$ cat src/rtl/router_pkg.sv
// Shared ring-router definitions.
//   ROUTER_DATA_WIDTH : default packet width
//   ROUTER_DIR_BIT    : default index of the direction bit inside a packet
//   DIR_CW / DIR_CCW  : direction bit encoding
//   clog2()           : ceil(log2(v)), usable in parameter expressions
package router_pkg;
  localparam int ROUTER_DATA_WIDTH = 64;
  localparam int ROUTER_DIR_BIT    = 62;
  localparam logic DIR_CW  = 1'b0;
  localparam logic DIR_CCW = 1'b1;

  function automatic int clog2(input int v);
    int r;
    r = 0;
    for (int i = 0; i < 31; i++)
      if ((1 << i) < v) r = i + 1;
    return r;
  endfunction
endpackage

$ cat src/rtl/vc_fifo.sv
// One virtual-channel FIFO, DEPTH x DATA_WIDTH.
//   clk, rst      : clock, async active-high reset (pointers/count only)
//   push, wdata   : write request; ignored when full
//   pop           : read request; ignored when empty
//   rdata         : current head entry (raw storage, caller masks when empty)
//   full, empty   : status
//   count         : occupancy 0..DEPTH
module vc_fifo #(
  parameter int DATA_WIDTH = 64,
  parameter int DEPTH      = 4,
  parameter int CNT_W      = $clog2(DEPTH) + 1
) (
  input  logic                  clk,
  input  logic                  rst,
  input  logic                  push,
  input  logic [DATA_WIDTH-1:0] wdata,
  input  logic                  pop,
  output logic [DATA_WIDTH-1:0] rdata,
  output logic                  full,
  output logic                  empty,
  output logic [CNT_W-1:0]      count
);
  localparam int PTR_W = $clog2(DEPTH);

  logic [DEPTH-1:0][DATA_WIDTH-1:0] mem;
  logic [PTR_W-1:0] wr_ptr, rd_ptr;
  logic do_push, do_pop;

  assign full    = (count == CNT_W'(DEPTH));
  assign empty   = (count == '0);
  assign do_push = push && !full;
  assign do_pop  = pop && !empty;
  assign rdata   = mem[rd_ptr];

  // DEPTH is a power of two, so pointers wrap naturally.
  always_ff @(posedge clk or posedge rst) begin
    if (rst) begin
      wr_ptr <= '0;
      rd_ptr <= '0;
      count  <= '0;
    end else begin
      if (do_push) wr_ptr <= wr_ptr + 1'b1;
      if (do_pop)  rd_ptr <= rd_ptr + 1'b1;
      case ({do_push, do_pop})
        2'b10:   count <= count + 1'b1;
        2'b01:   count <= count - 1'b1;
        default: count <= count;
      endcase
    end
  end

  // Storage needs no reset: every consumer masks it with empty.
  always_ff @(posedge clk)
    if (do_push) mem[wr_ptr] <= wdata;
endmodule

$ cat src/rtl/pe_input_vc.sv
// PE input port with NUM_VC virtual-channel FIFOs.
//   clk, rst            : clock, async active-high reset
//   pesi, pedi, vc_sel  : PE send valid, packet, target VC
//   peri                : ready = target VC exists and is not full
//   request_cw/ccw      : per-VC head request, chosen by head[DIR_BIT]
//   grant_cw/ccw        : per-VC grants; only a grant matching the raised
//                         request pops the head
//   data_out            : per-VC head packet (0 when empty), VC v at
//                         [v*DATA_WIDTH +: DATA_WIDTH]
//   vc_count            : per-VC occupancy, VC v at [v*CNT_W +: CNT_W]
module pe_input_vc
  import router_pkg::*;
#(
  parameter int DATA_WIDTH = ROUTER_DATA_WIDTH,
  parameter int NUM_VC     = 2,
  parameter int DEPTH      = 4,
  parameter int DIR_BIT    = ROUTER_DIR_BIT,
  parameter int VC_W       = (NUM_VC > 1) ? clog2(NUM_VC) : 1,
  parameter int CNT_W      = clog2(DEPTH) + 1
) (
  input  logic                         clk,
  input  logic                         rst,
  input  logic                         pesi,
  input  logic [DATA_WIDTH-1:0]        pedi,
  input  logic [VC_W-1:0]              vc_sel,
  output logic                         peri,
  output logic [NUM_VC-1:0]            request_cw,
  output logic [NUM_VC-1:0]            request_ccw,
  input  logic [NUM_VC-1:0]            grant_cw,
  input  logic [NUM_VC-1:0]            grant_ccw,
  output logic [NUM_VC*DATA_WIDTH-1:0] data_out,
  output logic [NUM_VC*CNT_W-1:0]      vc_count
);
  logic [NUM_VC-1:0]                 full, empty, push, pop;
  logic [NUM_VC-1:0][DATA_WIDTH-1:0] head, head_q;
  logic [NUM_VC-1:0][CNT_W-1:0]      cnt;

  // Out-of-range vc_sel matches no lane, so peri stays 0.
  always_comb begin
    peri = 1'b0;
    for (int v = 0; v < NUM_VC; v++)
      if (vc_sel == VC_W'(v)) peri = !full[v];
  end

  for (genvar v = 0; v < NUM_VC; v++) begin : g_vc
    assign push[v] = pesi && peri && (vc_sel == VC_W'(v));

    vc_fifo #(
      .DATA_WIDTH (DATA_WIDTH),
      .DEPTH      (DEPTH),
      .CNT_W      (CNT_W)
    ) u_fifo (
      .clk   (clk),
      .rst   (rst),
      .push  (push[v]),
      .wdata (pedi),
      .pop   (pop[v]),
      .rdata (head[v]),
      .full  (full[v]),
      .empty (empty[v]),
      .count (cnt[v])
    );

    // Requests and head come from registered FIFO state only, so an async
    // reset clears them immediately through empty.
    assign head_q[v]      = empty[v] ? '0 : head[v];
    assign request_cw[v]  = !empty[v] && (head[v][DIR_BIT] == DIR_CW);
    assign request_ccw[v] = !empty[v] && (head[v][DIR_BIT] == DIR_CCW);
    assign pop[v] = (grant_cw[v] && request_cw[v]) ||
                    (grant_ccw[v] && request_ccw[v]);
  end

  assign data_out = head_q;
  assign vc_count = cnt;
endmodule

$ cat config.mk
export PLATFORM = sky130hd
export DESIGN_NAME = pe_input_vc
export DESIGN_NICKNAME = d
export VERILOG_FILES = /design/src/rtl/router_pkg.sv /design/src/rtl/vc_fifo.sv /design/src/rtl/pe_input_vc.sv
export SDC_FILE = /design/constraint.sdc
export NUM_CORES = 1
export LEC_CHECK = 0
export ABC_AREA = 0
export BUFFER_PORTS_ARGS = -buffer_cell sky130_fd_sc_hd__buf_2
export CORE_MARGIN = 4
export CORE_UTILIZATION = 30
export CTS_CLUSTER_SIZE = 30
export DETAILED_ROUTE_END_ITERATION = 8
export GPL_ROUTABILITY_DRIVEN = 1
export PLACE_DENSITY = 0.58
export SYNTH_ARGS = -nofsm -noshare
export SYNTH_HDL_FRONTEND = slang
export SYNTH_HIERARCHICAL = 1
export SYNTH_SLANG_ARGS = --single-unit
$ cat constraint.sdc
create_clock -name clk -period 3.2 [get_ports clk]
set_input_delay 0.32 -clock clk [delete_from_list [all_inputs] [get_ports clk]]
set_output_delay 0.32 -clock clk [all_outputs]
set_load 0.02 [all_outputs]
==> results.json, run 1 <==
{
  "finalNonFillerCells": 2124,
  "dpl_cell_area_mm2": 0.0225,
  "critPathRequiredTime_ns": 2.88,
  "area_growth_syn_to_layout_pct": 24.1,
  "power_density_mw_per_mm2": 957,
  "crit_path_start_kind": "flop",
  "fin_nets": 1289,
  "dr.first_iter.drc_count": 708,
  "peakVddDrop_mv": 0.823,
  "synth_warnings": 6,
  "cp-end-kind": "output pin",
  "max_freq_ghz": 0.338,
  "ioPinCount": 211,
  "cts_setup_buffers": 0,
  "fin_crit_sh_pct": 92.4,
  "hpwl_um": 25300,
  "worst_slack_ns": 0.244,
  "syn-num-nets": 982,
  "leakage_nw": 8.54,
  "io_buffers": 210,
  "drcViolationCount": 0,
  "ys_seq_area_share_pct": 77.6,
  "pre_cts_ws_ns": 0.525,
  "initial_core_util_pct": 30.2,
  "fin_skew_ns": 0.0241,
  "synth-seq-cells": 526,
  "wirelength_um": 45400,
  "wl_per_cell_um": 21.4,
  "worst_hold_path_type": "input pin to flop",
  "cts.clk_slew.worst_paths_ns": 0.06,
  "status": "complete, no violations",
  "globalRouteTotalUtil_pct": 12.6,
  "fin_area_mm2": 0.0252,
  "overflow": 0,
  "place_inst": 1959,
  "synth.distinct_cells": 24,
  "clock_sinks": 526,
  "htree_levels": 2,
  "place.gp.congestion": 0.725,
  "design.die.area_mm2": 0.0718,
  "grt_max_degree": 66,
  "ant_nets": 0,
  "antenna_found_initial": 0,
  "tritoncts": "built",
  "maxSlewHeadroom_pct": 38.2,
  "syn_area_mm2": 0.0203,
  "crit_chain": "buf_12, mux4_2, nor2b_1, buf_2",
  "cp_num_buf_inv": 2,
  "clk_latency_ns": 0.59,
  "netlist_instances": 898,
  "path_class": "flop to output pin",
  "core-area_mm2": 0.0670,
  "final_max_slew_viol_count": 0,
  "critPathSlowestCell": "mux4_2",
  "setup_viol": 0,
  "path_max_fanout": 65,
  "slowest_delay_ns": 0.65,
  "grt_setup_unrepaired": "no",
  "cap_violations": 0,
  "regArea_mm2": 0.0157,
  "die_x_um": 268,
  "die_h_um": 268,
  "drive_gt1_share_pct": 37.3,
  "cp.arrival_ns": 2.64,
  "tns_ns": 0,
  "cts_buffers": 57,
  "grt_pass1_vias": 10600,
  "syn-mean-instance-area_um2": 22.6,
  "grt_pass1_wl_um": 67400,
  "multiInputGateArea_mm2": 0.00424,
  "vias_per_cell": 4.58,
  "fill_cells": 6183,
  "clock_path_buffers": 3,
  "cp_top_family": "buffers and inverters",
  "cts-root-buf": "clkbuf_16",
  "hold_violations": 0,
  "finalCriticalPeriod_ns": 2.96,
  "drt_pre_antenna_iters": 4,
  "row_count": 95,
  "tightest_slew_ns": 0.926,
  "num_vias": 9731,
  "diodes": 0
}
metal layers:
metal	GRT usage, %	wire length (um)
met1	16.9	19800
met2	21.2	22700
met4	3.22	919
met5	0	0
met3	2.46	2060
worst register-to-register path, cell delays in order, from the launching register on:
cell and delay (ns):
dfrtp_4 0.43, mux4_2 0.55, mux2i_1 0.14, nor2_1 0.08, o31a_1 0.20, ha_1 0.21, inv_1 0.06, fa_1 0.39
xor2_1 0.16, nor2_1 0.12, xor2_1 0.16
path summary, 6_finish.rpt:
kind | start | to | slack (ns) | cells past startpoint
max | g_vc[0].u_fifo/rd_ptr[0]$_DFFE_PP0P_ | data_out[60] | 0.24 | 4
min | pedi[36] | g_vc[0].u_fifo/mem[228]$_DFFE_PP_ | 0.05 | 1
max reg2reg | g_vc[0].u_fifo/rd_ptr[0]$_DFFE_PP0P_ | g_vc[0].u_fifo/count[2]$_DFFE_PP0P_ | 0.62 | 10
min reg2reg | g_vc[1].u_fifo/count[2]$_DFFE_PP0P_ | g_vc[1].u_fifo/count[2]$_DFFE_PP0P_ | 0.57 | 1
max in group asynchronous | rst | g_vc[0].u_fifo/rd_ptr[1]$_DFFE_PP0P_ | 2.69 | 3
min in group asynchronous | rst | g_vc[1].u_fifo/wr_ptr[1]$_DFFE_PP0P_ | 0.22 | 3
layout make-up:
class / count / share of cell area (%)
Clock buffer: 62 / 5.91
Clock inverter: 43 / 2.18
Inverter: 14 / 0.209
Multi-Input combinational cell: 314 / 16.8
Sequential cell: 526 / 62.5
Tap cell: 873 / 4.34
Timing Repair Buffer: 292 / 7.99
sequential cells by signal, indices dropped and copies added (netlist names):
register            count
g_vc.u_fifo/wr_ptr      4
g_vc.u_fifo/mem       512
g_vc.u_fifo/rd_ptr      4
g_vc.u_fifo/count       6
what timing repair did:
action                                  in CTS  in global routing
endpoints found under the setup margin      22                  1
resized for setup                            1                  1
hold buffers                                60                  0
hold endpoints to repair                   479                  0
layout by cell type, fill, tap and decap left out, drive strengths merged:
cell / count
and2: 8
and2b: 14
buf: 232
bufinv: 13
clkbuf: 62
clkinv: 23
clkinvlp: 2
dfrtp: 14
dlygate4sd3: 60
edfxtp: 512
fa: 2
ha: 10
inv: 19
mux2: 2
mux2i: 5
mux4: 128
nand2: 3
nor2: 7
nor2b: 116
nor3: 2
nor3b: 3
o31a: 2
xnor2: 6
xor2: 6
synth_stat cells (all sizes together):
| library cell | instances | area [um2] |
|---|---|---|
| clkbuf | 6 | 22.5 |
| fa | 2 | 40.0 |
| nor3b | 3 | 32.5 |
| buf | 38 | 268 |
| mux2i | 5 | 50.1 |
| ha | 10 | 125 |
| inv | 14 | 52.6 |
| xor2 | 6 | 52.6 |
| nor2b | 116 | 731 |
| and2b | 14 | 105 |
| o31a | 2 | 17.5 |
| and2 | 8 | 50.1 |
| mux4 | 128 | 2880 |
| xnor2 | 6 | 52.6 |
| nor2 | 7 | 26.3 |
| mux2 | 2 | 22.5 |
| dfrtp | 14 | 350 |
| nand2 | 3 | 11.3 |
| edfxtp | 512 | 15400 |
| nor3 | 2 | 10.0 |
through the flow:
stage,hold WS [ns],utilization (%),power [W]
CTS,0.00115,37.5,0.0246
finish,0.0457,37.5,0.0241
global placement,0.298,33.6,0.0173
global route,0.0181,37.5,0.0254
floorplan,0.123,-,0.0145
detailed placement,0.294,33.6,0.0174
cell families after synthesis:
| family | count (synthesis) | share of synthesized area [%] |
|---|---|---|
| flip-flops | 526 | 77.6 |
| AND/OR/NAND/NOR | 153 | 4.76 |
| multiplexers | 135 | 14.6 |
| buffers and inverters | 58 | 1.69 |
| XOR/XNOR | 12 | 0.518 |
| adder cells (fa/ha/maj) | 12 | 0.815 |
| AO/OA/AOI/OAI | 2 | 0.0864 |
power by group:
group	internal (W)	switching [W]	leakage (nW)
Sequential	0.00844	0.000276	4.80
Combinational	0.00337	0.00496	2.75
Clock	0.00439	0.00265	0.992
Total	0.0162	0.00789	8.54
Power figures use the tool's default switching activity.
==> run 2, diff against run 1 <==
CORE_ASPECT_RATIO = 0.75   (was unset)
clock period = 2.5 ns   (was 3.2 ns; I/O delays follow)
==> run 2 against run 1 <==
  * The run now ends with negative setup slack left
  * Sequential cell count unchanged
  * Worst setup slack worse by 0.29 ns
  * Critical path depth up 7
  * Count of clock-buffer cells in the layout up 5
  * Via count up 3.4%
  * Sequential power up 27%
  * Final cell count up 2.4%
  * Sequential share of layout area down 3.2 points
  * Critical path type is now flop to flop
  * Largest power group is now combinational cells
==> results.json, run 2 (synthesis results as in run 1) <==
{
  "status": "finished, violations left",
  "ant_nets": 0,
  "timing.critical_path.from": "g_vc[1].u_fifo/rd_ptr[0]$_DFFE_PP0P_",
  "clk_latency_ns": 0.57,
  "drive_gt1_share_pct": 42.8,
  "postLayoutCoreUtil_pct": 39.7,
  "multiInputGateArea_mm2": 0.00462,
  "globalRouteTotalUtil_pct": 13.8,
  "cts.clk_slew.worst_paths_ns": 0.06,
  "clock_sinks": 526,
  "top_regs": "g_vc.u_fifo/mem: 512 flops, g_vc.u_fifo/count: 6 flops",
  "crit_path_start_kind": "flop",
  "die_h_um": 233,
  "largest_reg_flops": 512,
  "p_int_w": 0.0223,
  "tns_ns": -0.397,
  "setup_viol": 25,
  "worst_hold_slack_ns": 0.180,
  "seqPwrFrac_pct": 33.4,
  "path_max_fanout": 2,
  "hold_violations": 0,
  "violations": "negative setup slack",
  "p_sw_share_pct": 33.0,
  "clock_power_share_pct": 23.5,
  "grt_max_degree": 66,
  "power_density_mw_per_mm2": 1260,
  "tightest_slew_ns": 0.493,
  "drcViolationCount": 0,
  "cap_violations": 0,
  "place.gp.congestion": 0.689,
  "finalCriticalPeriod_ns": 2.54,
  "leakage_nw": 9.20,
  "maxSlewHeadroom_pct": 67.1,
  "fin_nets": 1335,
  "io_buffers": 210,
  "cp-end-kind": "flop",
  "wl_per_cell_um": 23.5,
  "finalNonFillerCells": 2174,
  "place_inst": 1983,
  "regMostFlops": "g_vc.u_fifo/mem",
  "max_freq_ghz": 0.393,
  "worstReg2RegStart": "g_vc[1].u_fifo/rd_ptr[0]$_DFFE_PP0P_",
  "overflow": 0,
  "fin_area_mm2": 0.0265,
  "critPathRequiredTime_ns": 3.00,
  "wirelength_um": 51000,
  "path_class": "flop to flop",
  "initial_core_util_pct": 30.3,
  "dr.first_iter.drc_count": 676,
  "hpwl_um": 26400,
  "num_vias": 10100,
  "grt_pass1_wl_um": 72100,
  "drt_pre_antenna_iters": 8,
  "cts_buffers": 52,
  "core-area_mm2": 0.0669,
  "area_growth_syn_to_layout_pct": 30.9,
  "ioPinCount": 211,
  "fin_crit_sh_pct": 102,
  "htree_levels": 2,
  "worst_slack_ns": -0.0440,
  "mostFrequentLayoutCells": "edfxtp_1, buf_2, mux4_2",
  "tritoncts": "built",
  "die_x_um": 308,
  "rrSetupSlack_ns": -0.04,
  "final_max_slew_viol_count": 0,
  "row_count": 82,
  "fill_cells": 5943,
  "grt_setup_unrepaired": "yes",
  "switchingPower_w": 0.0110,
  "clock_path_buffers": 3,
  "peakVddDrop_mv": 0.954,
  "fin_skew_ns": 0.0118,
  "cp.arrival_ns": 3.04,
  "grt_pass1_vias": 10700,
  "final_common_cell": "edfxtp_1",
  "vias_per_cell": 4.63,
  "dpl_cell_area_mm2": 0.0228,
  "regArea_mm2": 0.0157,
  "comb_power_share_pct": 43.1,
  "worst_hold_path_type": "input pin to async pin",
  "cts-root-buf": "clkbuf_16",
  "antenna_found_initial": 2,
  "design.die.area_mm2": 0.0719
}
==> run 2: worst paths after layout <==
check,cells past startpoint,endpoint
worst max-delay path,11,g_vc[1].u_fifo/count[2]$_DFFE_PP0P_
worst min-delay path,3,g_vc[1].u_fifo/count[0]$_DFFE_PP0P_
min in group clk,5,g_vc[1].u_fifo/wr_ptr[0]$_DFFE_PP0P_
max in group asynchronous,3,g_vc[0].u_fifo/rd_ptr[1]$_DFFE_PP0P_
worst max register to register,11,g_vc[1].u_fifo/count[2]$_DFFE_PP0P_
worst min register to register,1,g_vc[0].u_fifo/wr_ptr[1]$_DFFE_PP0P_
==> run 2: stage by stage <==
stage | setup slack, ns | total power, W
after detailed placement | 0.0804 | 0.0225
after CTS | -0.113 | 0.0326
after floorplan | 0.0143 | 0.0186
final | -0.0440 | 0.0333
after global routing | -0.163 | 0.0349
after global placement | 0.125 | 0.0224
==> run 2: area by class of cell <==
cell class,count,share of cell area [%]
tap,882,4.16
antenna,1,0.00943
inverter,14,0.198
sequential,526,59.3
clock inverter,27,1.15
multi-input combinational,314,17.4
clock buffer,67,5.27
timing repair buffer,343,12.5
==> run 2: power groups by stage <==
stage / registers, W / clock network [W] / logic [W]
floorplan: 0.0113 / 0 / 0.00732
global placement: 0.0112 / 0 / 0.0112
detailed placement: 0.0113 / 0 / 0.0112
CTS: 0.0111 / 0.00806 / 0.0134
global route: 0.0112 / 0.00844 / 0.0153
finish: 0.0111 / 0.00783 / 0.0144
==> run 2: what timing repair did <==
action                                  CTS  global route
setup buffers                            12             8
endpoints found under the setup margin  127           126
endpoints found under the hold margin   526             0
gates resized for setup                 117           140
gates cloned                             11             5
pin swaps                                 5             1
hold buffers                             65             0
==> run 2: layer usage <==
metal | vias up | GRT usage, % | part of all wire [%]
met5 | - | 0 | 0
met4 | 0 | 2.82 | 1.5
met3 | 53 | 2.47 | 4.8
met2 | 264 | 21.5 | 45
met1 | 5389 | 20.4 | 48
li1 | 4355 | - | -
==> run 2: worst max-delay path, cell delays in order (launching register included) <==
cell and delay (ns):
dfrtp_4 0.49, buf_4 0.14, mux4_2 0.44, mux2i_1 0.13, nor2_1 0.11, o31a_1 0.18
ha_2 0.19, inv_1 0.05, fa_2 0.33, xor2_1 0.15, nor2_1 0.11, xor2_1 0.15
